`config.mk`:
```
export PLATFORM = sky130hd
export DESIGN_NAME = spectrum_peak_detect
export DESIGN_NICKNAME = d
export VERILOG_FILES = /design/src/rtl/spectrum_peak_detect.sv
export SDC_FILE = /design/constraint.sdc
export NUM_CORES = 1
export LEC_CHECK = 0
export ABC_AREA = 1
export BUFFER_PORTS_ARGS = -buffer_cell sky130_fd_sc_hd__buf_2
export CAP_MARGIN = 10
export CORE_MARGIN = 5
export CORE_UTILIZATION = 25
export DETAILED_ROUTE_END_ITERATION = 8
export GPL_ROUTABILITY_DRIVEN = 1
export GPL_TIMING_DRIVEN = 0
export MAX_ROUTING_LAYER = met4
export SYNTH_ARGS = -nofsm -noshare
export SYNTH_HDL_FRONTEND = slang
export SYNTH_SLANG_ARGS = --single-unit
```
`constraint.sdc`:
```
create_clock -name clk_i -period 4.44 [get_ports clk_i]
set_input_delay 0.666 -clock clk_i [delete_from_list [all_inputs] [get_ports clk_i]]
set_output_delay 0.666 -clock clk_i [all_outputs]
set_load 0.1 [all_outputs]
```
`src/rtl/spectrum_peak_detect.sv`:
```
// Streaming magnitude estimator and per-block peak finder placed behind the sliding-DFT core.
// Three-stage pipeline: |re|,|im| -> alpha-max/beta-min magnitude -> running-max peak search.
module spectrum_peak_detect #(
  parameter int    N        = 4096,
  parameter int    IDW      = 32,
  parameter int    IMAG_EN  = 1,
  parameter int    OW       = (IMAG_EN != 0) ? 2*IDW : IDW,
  parameter string SPECTRUM = "full",
  parameter int    AW       = (SPECTRUM == "full") ? $clog2(N) : $clog2(N)-1,
  parameter int    SKIP_DC  = 1
) (
  input  logic           clk_i,
  input  logic           arst_n_i,
  input  logic [OW-1:0]  data_i,
  input  logic           sob_i,
  input  logic           eob_i,
  input  logic           valid_i,
  input  logic [IDW-1:0] threshold_i,
  output logic [IDW-1:0] mag_o,
  output logic           mag_valid_o,
  output logic           mag_sob_o,
  output logic           mag_eob_o,
  output logic [AW-1:0]  peak_idx_o,
  output logic [IDW-1:0] peak_mag_o,
  output logic           peak_valid_o,
  output logic           peak_above_o,
  output logic           frame_err_o
);

  localparam int            LAST     = (SPECTRUM == "full") ? N-1 : N/2-1;
  localparam logic [AW-1:0] LAST_IDX = AW'(LAST);

  localparam logic [0:0] IDLE     = 1'b0;
  localparam logic [0:0] IN_FRAME = 1'b1;

  // |-2^(IDW-1)| wraps back to 2^(IDW-1), which is the correct unsigned value.
  function automatic logic [IDW-1:0] abs_val(input logic [IDW-1:0] x);
    return x[IDW-1] ? -x : x;
  endfunction

  logic [IDW-1:0] re_w, im_w;
  assign re_w = data_i[IDW-1:0];

  if (IMAG_EN != 0) begin : g_cplx
    assign im_w = data_i[2*IDW-1:IDW];
  end else begin : g_real
    assign im_w = '0;
  end

  // ---------------------------------------------------------------------------
  // Framing FSM, evaluated on the input beat; its decisions travel with the beat.
  // ---------------------------------------------------------------------------
  logic [0:0]    state_q, state_d;
  logic [AW-1:0] bin_q, bin_d, beat_bin;
  logic          beat_track, beat_start, beat_done, beat_err;

  always_comb begin
    // NOTE: every signal written here gets a default first, so no latch is inferred.
    state_d    = state_q;
    bin_d      = bin_q;
    beat_bin   = bin_q;
    beat_track = 1'b0;
    beat_start = 1'b0;
    beat_done  = 1'b0;
    beat_err   = 1'b0;
    if (valid_i) begin
      if (sob_i) begin
        beat_start = 1'b1;
        beat_track = 1'b1;
        beat_bin   = '0;
        bin_d      = '0;
        beat_err   = (state_q == IN_FRAME) || eob_i;
        state_d    = eob_i ? IDLE : IN_FRAME;
      end else if (state_q == IDLE) begin
        beat_err = 1'b1;
      end else begin
        beat_bin   = bin_q + AW'(1);
        bin_d      = beat_bin;
        beat_track = 1'b1;
        if (eob_i) begin
          state_d = IDLE;
          if (beat_bin == LAST_IDX) beat_done = 1'b1;
          else                      beat_err  = 1'b1;
        end
      end
    end
  end

  // ---------------------------------------------------------------------------
  // S1: absolute values and beat flags
  // ---------------------------------------------------------------------------
  logic [IDW-1:0] abs_re_q, abs_im_q;
  logic           s1_valid_q, s1_sob_q, s1_eob_q;
  logic           s1_track_q, s1_start_q, s1_done_q, s1_err_q;
  logic [AW-1:0]  s1_bin_q;

  always_ff @(posedge clk_i or negedge arst_n_i) begin
    // NOTE: state registers use non-blocking assignments so every stage sees pre-edge values.
    if (!arst_n_i) begin
      state_q    <= IDLE;
      bin_q      <= '0;
      abs_re_q   <= '0;
      abs_im_q   <= '0;
      s1_valid_q <= 1'b0;
      s1_sob_q   <= 1'b0;
      s1_eob_q   <= 1'b0;
      s1_track_q <= 1'b0;
      s1_start_q <= 1'b0;
      s1_done_q  <= 1'b0;
      s1_err_q   <= 1'b0;
      s1_bin_q   <= '0;
    end else begin
      state_q    <= state_d;
      bin_q      <= bin_d;
      abs_re_q   <= abs_val(re_w);
      abs_im_q   <= abs_val(im_w);
      s1_valid_q <= valid_i;
      s1_sob_q   <= valid_i & sob_i;
      s1_eob_q   <= valid_i & eob_i;
      s1_track_q <= beat_track;
      s1_start_q <= beat_start;
      s1_done_q  <= beat_done;
      s1_err_q   <= beat_err;
      s1_bin_q   <= beat_bin;
    end
  end

  // ---------------------------------------------------------------------------
  // S2: magnitude = max + min/2; bounded by 3*2^(IDW-2), so no saturation needed
  // ---------------------------------------------------------------------------
  logic [IDW-1:0] mag_d, mag_q;
  logic           mag_valid_q, mag_sob_q, mag_eob_q;
  logic           s2_track_q, s2_start_q, s2_done_q, s2_err_q;
  logic [AW-1:0]  s2_bin_q;

  always_comb begin
    if (abs_re_q >= abs_im_q) mag_d = abs_re_q + (abs_im_q >> 1);
    else                      mag_d = abs_im_q + (abs_re_q >> 1);
  end

  always_ff @(posedge clk_i or negedge arst_n_i) begin
    if (!arst_n_i) begin
      mag_q       <= '0;
      mag_valid_q <= 1'b0;
      mag_sob_q   <= 1'b0;
      mag_eob_q   <= 1'b0;
      s2_track_q  <= 1'b0;
      s2_start_q  <= 1'b0;
      s2_done_q   <= 1'b0;
      s2_err_q    <= 1'b0;
      s2_bin_q    <= '0;
    end else begin
      mag_q       <= mag_d;
      mag_valid_q <= s1_valid_q;
      mag_sob_q   <= s1_sob_q;
      mag_eob_q   <= s1_eob_q;
      s2_track_q  <= s1_track_q;
      s2_start_q  <= s1_start_q;
      s2_done_q   <= s1_done_q;
      s2_err_q    <= s1_err_q;
      s2_bin_q    <= s1_bin_q;
    end
  end

  // ---------------------------------------------------------------------------
  // S3: running max; strict '>' keeps the lowest index on ties
  // ---------------------------------------------------------------------------
  logic [IDW-1:0] max_mag_q, max_mag_d;
  logic [AW-1:0]  max_idx_q, max_idx_d;
  logic [AW-1:0]  peak_idx_q;
  logic [IDW-1:0] peak_mag_q;
  logic           peak_valid_q, peak_above_q, frame_err_q;
  logic           s2_eligible;

  assign s2_eligible = s2_track_q && !((SKIP_DC != 0) && (s2_bin_q == '0));

  always_comb begin
    max_mag_d = s2_start_q ? '0 : max_mag_q;
    max_idx_d = s2_start_q ? '0 : max_idx_q;
    if (s2_eligible && (mag_q > max_mag_d)) begin
      max_mag_d = mag_q;
      max_idx_d = s2_bin_q;
    end
  end

  always_ff @(posedge clk_i or negedge arst_n_i) begin
    if (!arst_n_i) begin
      max_mag_q    <= '0;
      max_idx_q    <= '0;
      peak_idx_q   <= '0;
      peak_mag_q   <= '0;
      peak_valid_q <= 1'b0;
      peak_above_q <= 1'b0;
      frame_err_q  <= 1'b0;
    end else begin
      if (s2_track_q) begin
        max_mag_q <= max_mag_d;
        max_idx_q <= max_idx_d;
      end
      peak_valid_q <= s2_done_q;
      frame_err_q  <= s2_err_q;
      if (s2_done_q) begin
        peak_idx_q   <= max_idx_d;
        peak_mag_q   <= max_mag_d;
        peak_above_q <= (max_mag_d >= threshold_i);
      end
    end
  end

  assign mag_o        = mag_q;
  assign mag_valid_o  = mag_valid_q;
  assign mag_sob_o    = mag_sob_q;
  assign mag_eob_o    = mag_eob_q;
  assign peak_idx_o   = peak_idx_q;
  assign peak_mag_o   = peak_mag_q;
  assign peak_valid_o = peak_valid_q;
  assign peak_above_o = peak_above_q;
  assign frame_err_o  = frame_err_q;

endmodule

```
==> impl_metrics.json <==
{
  "critPathCaptureType": "flip-flop",
  "first_iter_violations": 1144,
  "cts_buffer_depth": 3,
  "power.density_mw_per_mm2": 514.9,
  "post-route-period-util": 0.9388,
  "finalInstanceArea_mm2": 0.01953,
  "syn_to_final_growth_pct": 17.53,
  "synthCells": 2346,
  "vias": 15650,
  "grt_pass1_wl_mm": 83.58,
  "rr_worst_depth": 26,
  "antenna_found_initial": 0,
  "layout_commonest_cell": "nand2_1",
  "place_inst": 3393,
  "port_buffers": 181,
  "tightestPinTransition_ps": 697.3,
  "cts.htree.levels": 1,
  "crit_type": "flip-flop to flip-flop",
  "period_needed_ps": 4168,
  "dr.pass1.iters": 7,
  "synth-seq-cells": 224,
  "fp.dieW_um": 267.8,
  "mostFrequentLayoutCells": "nand2_1, inv_1, dfrtp_1",
  "synth_ff_type": "dfrtp_1",
  "crit_path_start": "mag_sob_o$_DFF_PN0_",
  "cts_made_buffers": 25,
  "critPathRequiredTime_ps": 4890,
  "status": "finished, final reports clean",
  "worstSkewPairLatency_ps": 570,
  "crit_path_end": "peak_above_o$_DFFE_PN0P_",
  "dp_hpwl_mm": 44.67,
  "yosysSeqAreaShare": 0.3374,
  "maxSlewHeadroom": 0.5351,
  "track_usage": 0.1503,
  "grt_max_degree": 89,
  "routabilityCongestion": 0.9245,
  "drcViolationCount": 0,
  "final_nets": 2824,
  "ys_types": 43,
  "setup_viol": 0,
  "synth_largest_area_cell": "dfrtp_1",
  "critPathLaunchType": "flip-flop",
  "cts_hold_buf": 0,
  "place_area_mm2": 0.01867,
  "wirelength_mm": 53.71,
  "n_antenna_cell": 0,
  "synth_nets": 2611,
  "fin_cells": 3440,
  "rsz0062_at_grt": "false",
  "fin_skew_ps": 20.51,
  "grt_pass1_vias": 15190,
  "synth_top_area_share": 0.3374,
  "grt-ovfl-total": 0,
  "coreArea_mm2": 0.06586,
  "r2r-end": "peak_above_o$_DFFE_PN0P_",
  "synthArstFlopShare": 1.000,
  "yosysWarningCount": 0,
  "syn_avg_cell_area_um2": 7.082,
  "yosys-top-cells-area": "dfrtp_1, nand2_1, ha_1",
  "ant_nets": 0,
  "rows": 94,
  "io_pins": 183,
  "fp.dieArea_mm2": 0.07171,
  "synth_edf_count": 0,
  "path_clk_slew_ps": 60,
  "cts_sinks": 224,
  "irDropWorstVdd_uv": 300.5,
  "wl_per_cell_um": 15.61,
  "cts_root_buf": "clkbuf_16",
  "r2r_start": "mag_sob_o$_DFF_PN0_",
  "hold_viol": 0,
  "worstHoldPathType": "primary input to async pin",
  "fill_cells": 7311,
  "fmax_mhz": 239.9,
  "r2r_slack_ps": 270,
  "slew_violations": 0,
  "total_power_mw": 10.05,
  "start_util": 0.2522,
  "die_height_um": 267.8,
  "path_max_fanout": 10,
  "leakage_nw": 10.46,
  "drive_above_1_share": 0.1106,
  "arrival_ps": 4620,
  "synth_area_mm2": 0.01661,
  "maxCapViolCount": 0,
  "via_per_inst": 4.551,
  "cts_tree": "yes"
}
==> cells by family after synthesis <==
family          Yosys count  synth area share
compound gates          244           0.07961
xor+xnor                 96           0.05061
fa+ha+maj               164            0.1244
buf+inv                 326           0.07885
flops                   224            0.3374
simple gates           1292            0.3291
==> registers in the layout, indices dropped and copies added, names as in the netlist, 12 cells and up <==
register,count
abs_im_q,32
abs_re_q,32
mag_o,32
max_mag_q,32
peak_mag_o,32
max_idx_q,12
peak_idx_o,12
s1_bin_q,12
s2_bin_q,12
==> cells in the mapped netlist (28+ instances only) <==
cell type    n
nand2_1    770
inv_1      274
dfrtp_1    224
nand3_1    221
nor2_1     182
ha_1       162
a21oi_1    120
o21ai_0     73
xor2_1      68
and2_1      32
nand4_1     28
xnor2_1     28
==> layer usage <==
| metal | wire, um | share of wire | GRT usage |
|---|---|---|---|
| met1 | 26250 | 0.49 | 0.2126 |
| met2 | 23350 | 0.43 | 0.2339 |
| met3 | 2677 | 0.050 | 0.01575 |
| met4 | 1436 | 0.027 | 0.03457 |
| met5 | 0 | 0 | - |
==> layout make-up <==
cell class / instances / area (um^2) / share of cell area
buffer: 47 / 274.0 / 0.01403
clock buffer: 34 / 709.4 / 0.03633
clock inverter: 10 / 108.9 / 0.005575
inverter: 279 / 1051 / 0.05383
multi-input combinational: 1796 / 9702 / 0.4969
sequential: 224 / 5605 / 0.2871
tap: 864 / 1081 / 0.05537
timing repair buffer: 186 / 993.5 / 0.05088
==> critical path, cell delays in order (launching register included) <==
cell,delay [ps]
dfrtp_1,400
clkinvlp_4,210
buf_4,230
nand2_1,90
ha_1,300
nand2_1,80
nor2_1,150
nand2_1,100
inv_1,60
nand2_1,50
nand2_1,110
nand2_1,110
nand2_4,160
buf_2,270
nand3_1,160
and2_1,200
ha_1,290
nand2_1,70
inv_1,30
o21ai_0,130
nand2_1,70
nand2_1,60
o211ai_1,170
a21oi_2,210
nand3_1,140
nand2_1,110
nand2_1,50
==> how the worst min path moves through the flow <==
| stage | start | endpoint | slack [ps] | cells past startpoint |
|---|---|---|---|---|
| final | arst_n_i | peak_mag_o[5]$_DFFE_PN0P_ | 50 | 1 |
| after global routing | arst_n_i | peak_mag_o[3]$_DFFE_PN0P_ | 80 | 1 |
| after CTS | arst_n_i | peak_mag_o[3]$_DFFE_PN0P_ | 50 | 1 |
| after detailed placement | s1_err_q$_DFF_PN0_ | s2_err_q$_DFF_PN0_ | 340 | 0 |
| after global placement | s2_err_q$_DFF_PN0_ | frame_err_o$_DFF_PN0_ | 330 | 0 |
| after floorplan | s2_err_q$_DFF_PN0_ | frame_err_o$_DFF_PN0_ | 330 | 0 |
==> power breakdown <==
group	switching (mW)	total, mW	internal (mW)
Combinational	3.64	5.10	1.46
Sequential	0.413	2.87	2.46
Clock	0.890	2.08	1.19
==> metrics by stage <==
step                        util  setup WS [ps]  TNS [ps]  hold WS [ps]
after floorplan                -          427.2         0         331.2
after global placement    0.2824          -1288   -276280         332.1
after detailed placement  0.2834         -64.50    -64.50         335.6
after CTS                 0.2958          39.41         0         49.91
after global routing      0.2964         0.8664         0         80.45
final                     0.2964          271.7         0         45.52
==> timing repair <==
| item | CTS | global route |
|---|---|---|
| pin swaps | 0 | 0 |
| setup buffers | 0 | 3 |
| resized for setup | 1 | 13 |
| endpoints found under the setup margin | 1 | 1 |
No activity file was read; power rests on OpenSTA's default activity.
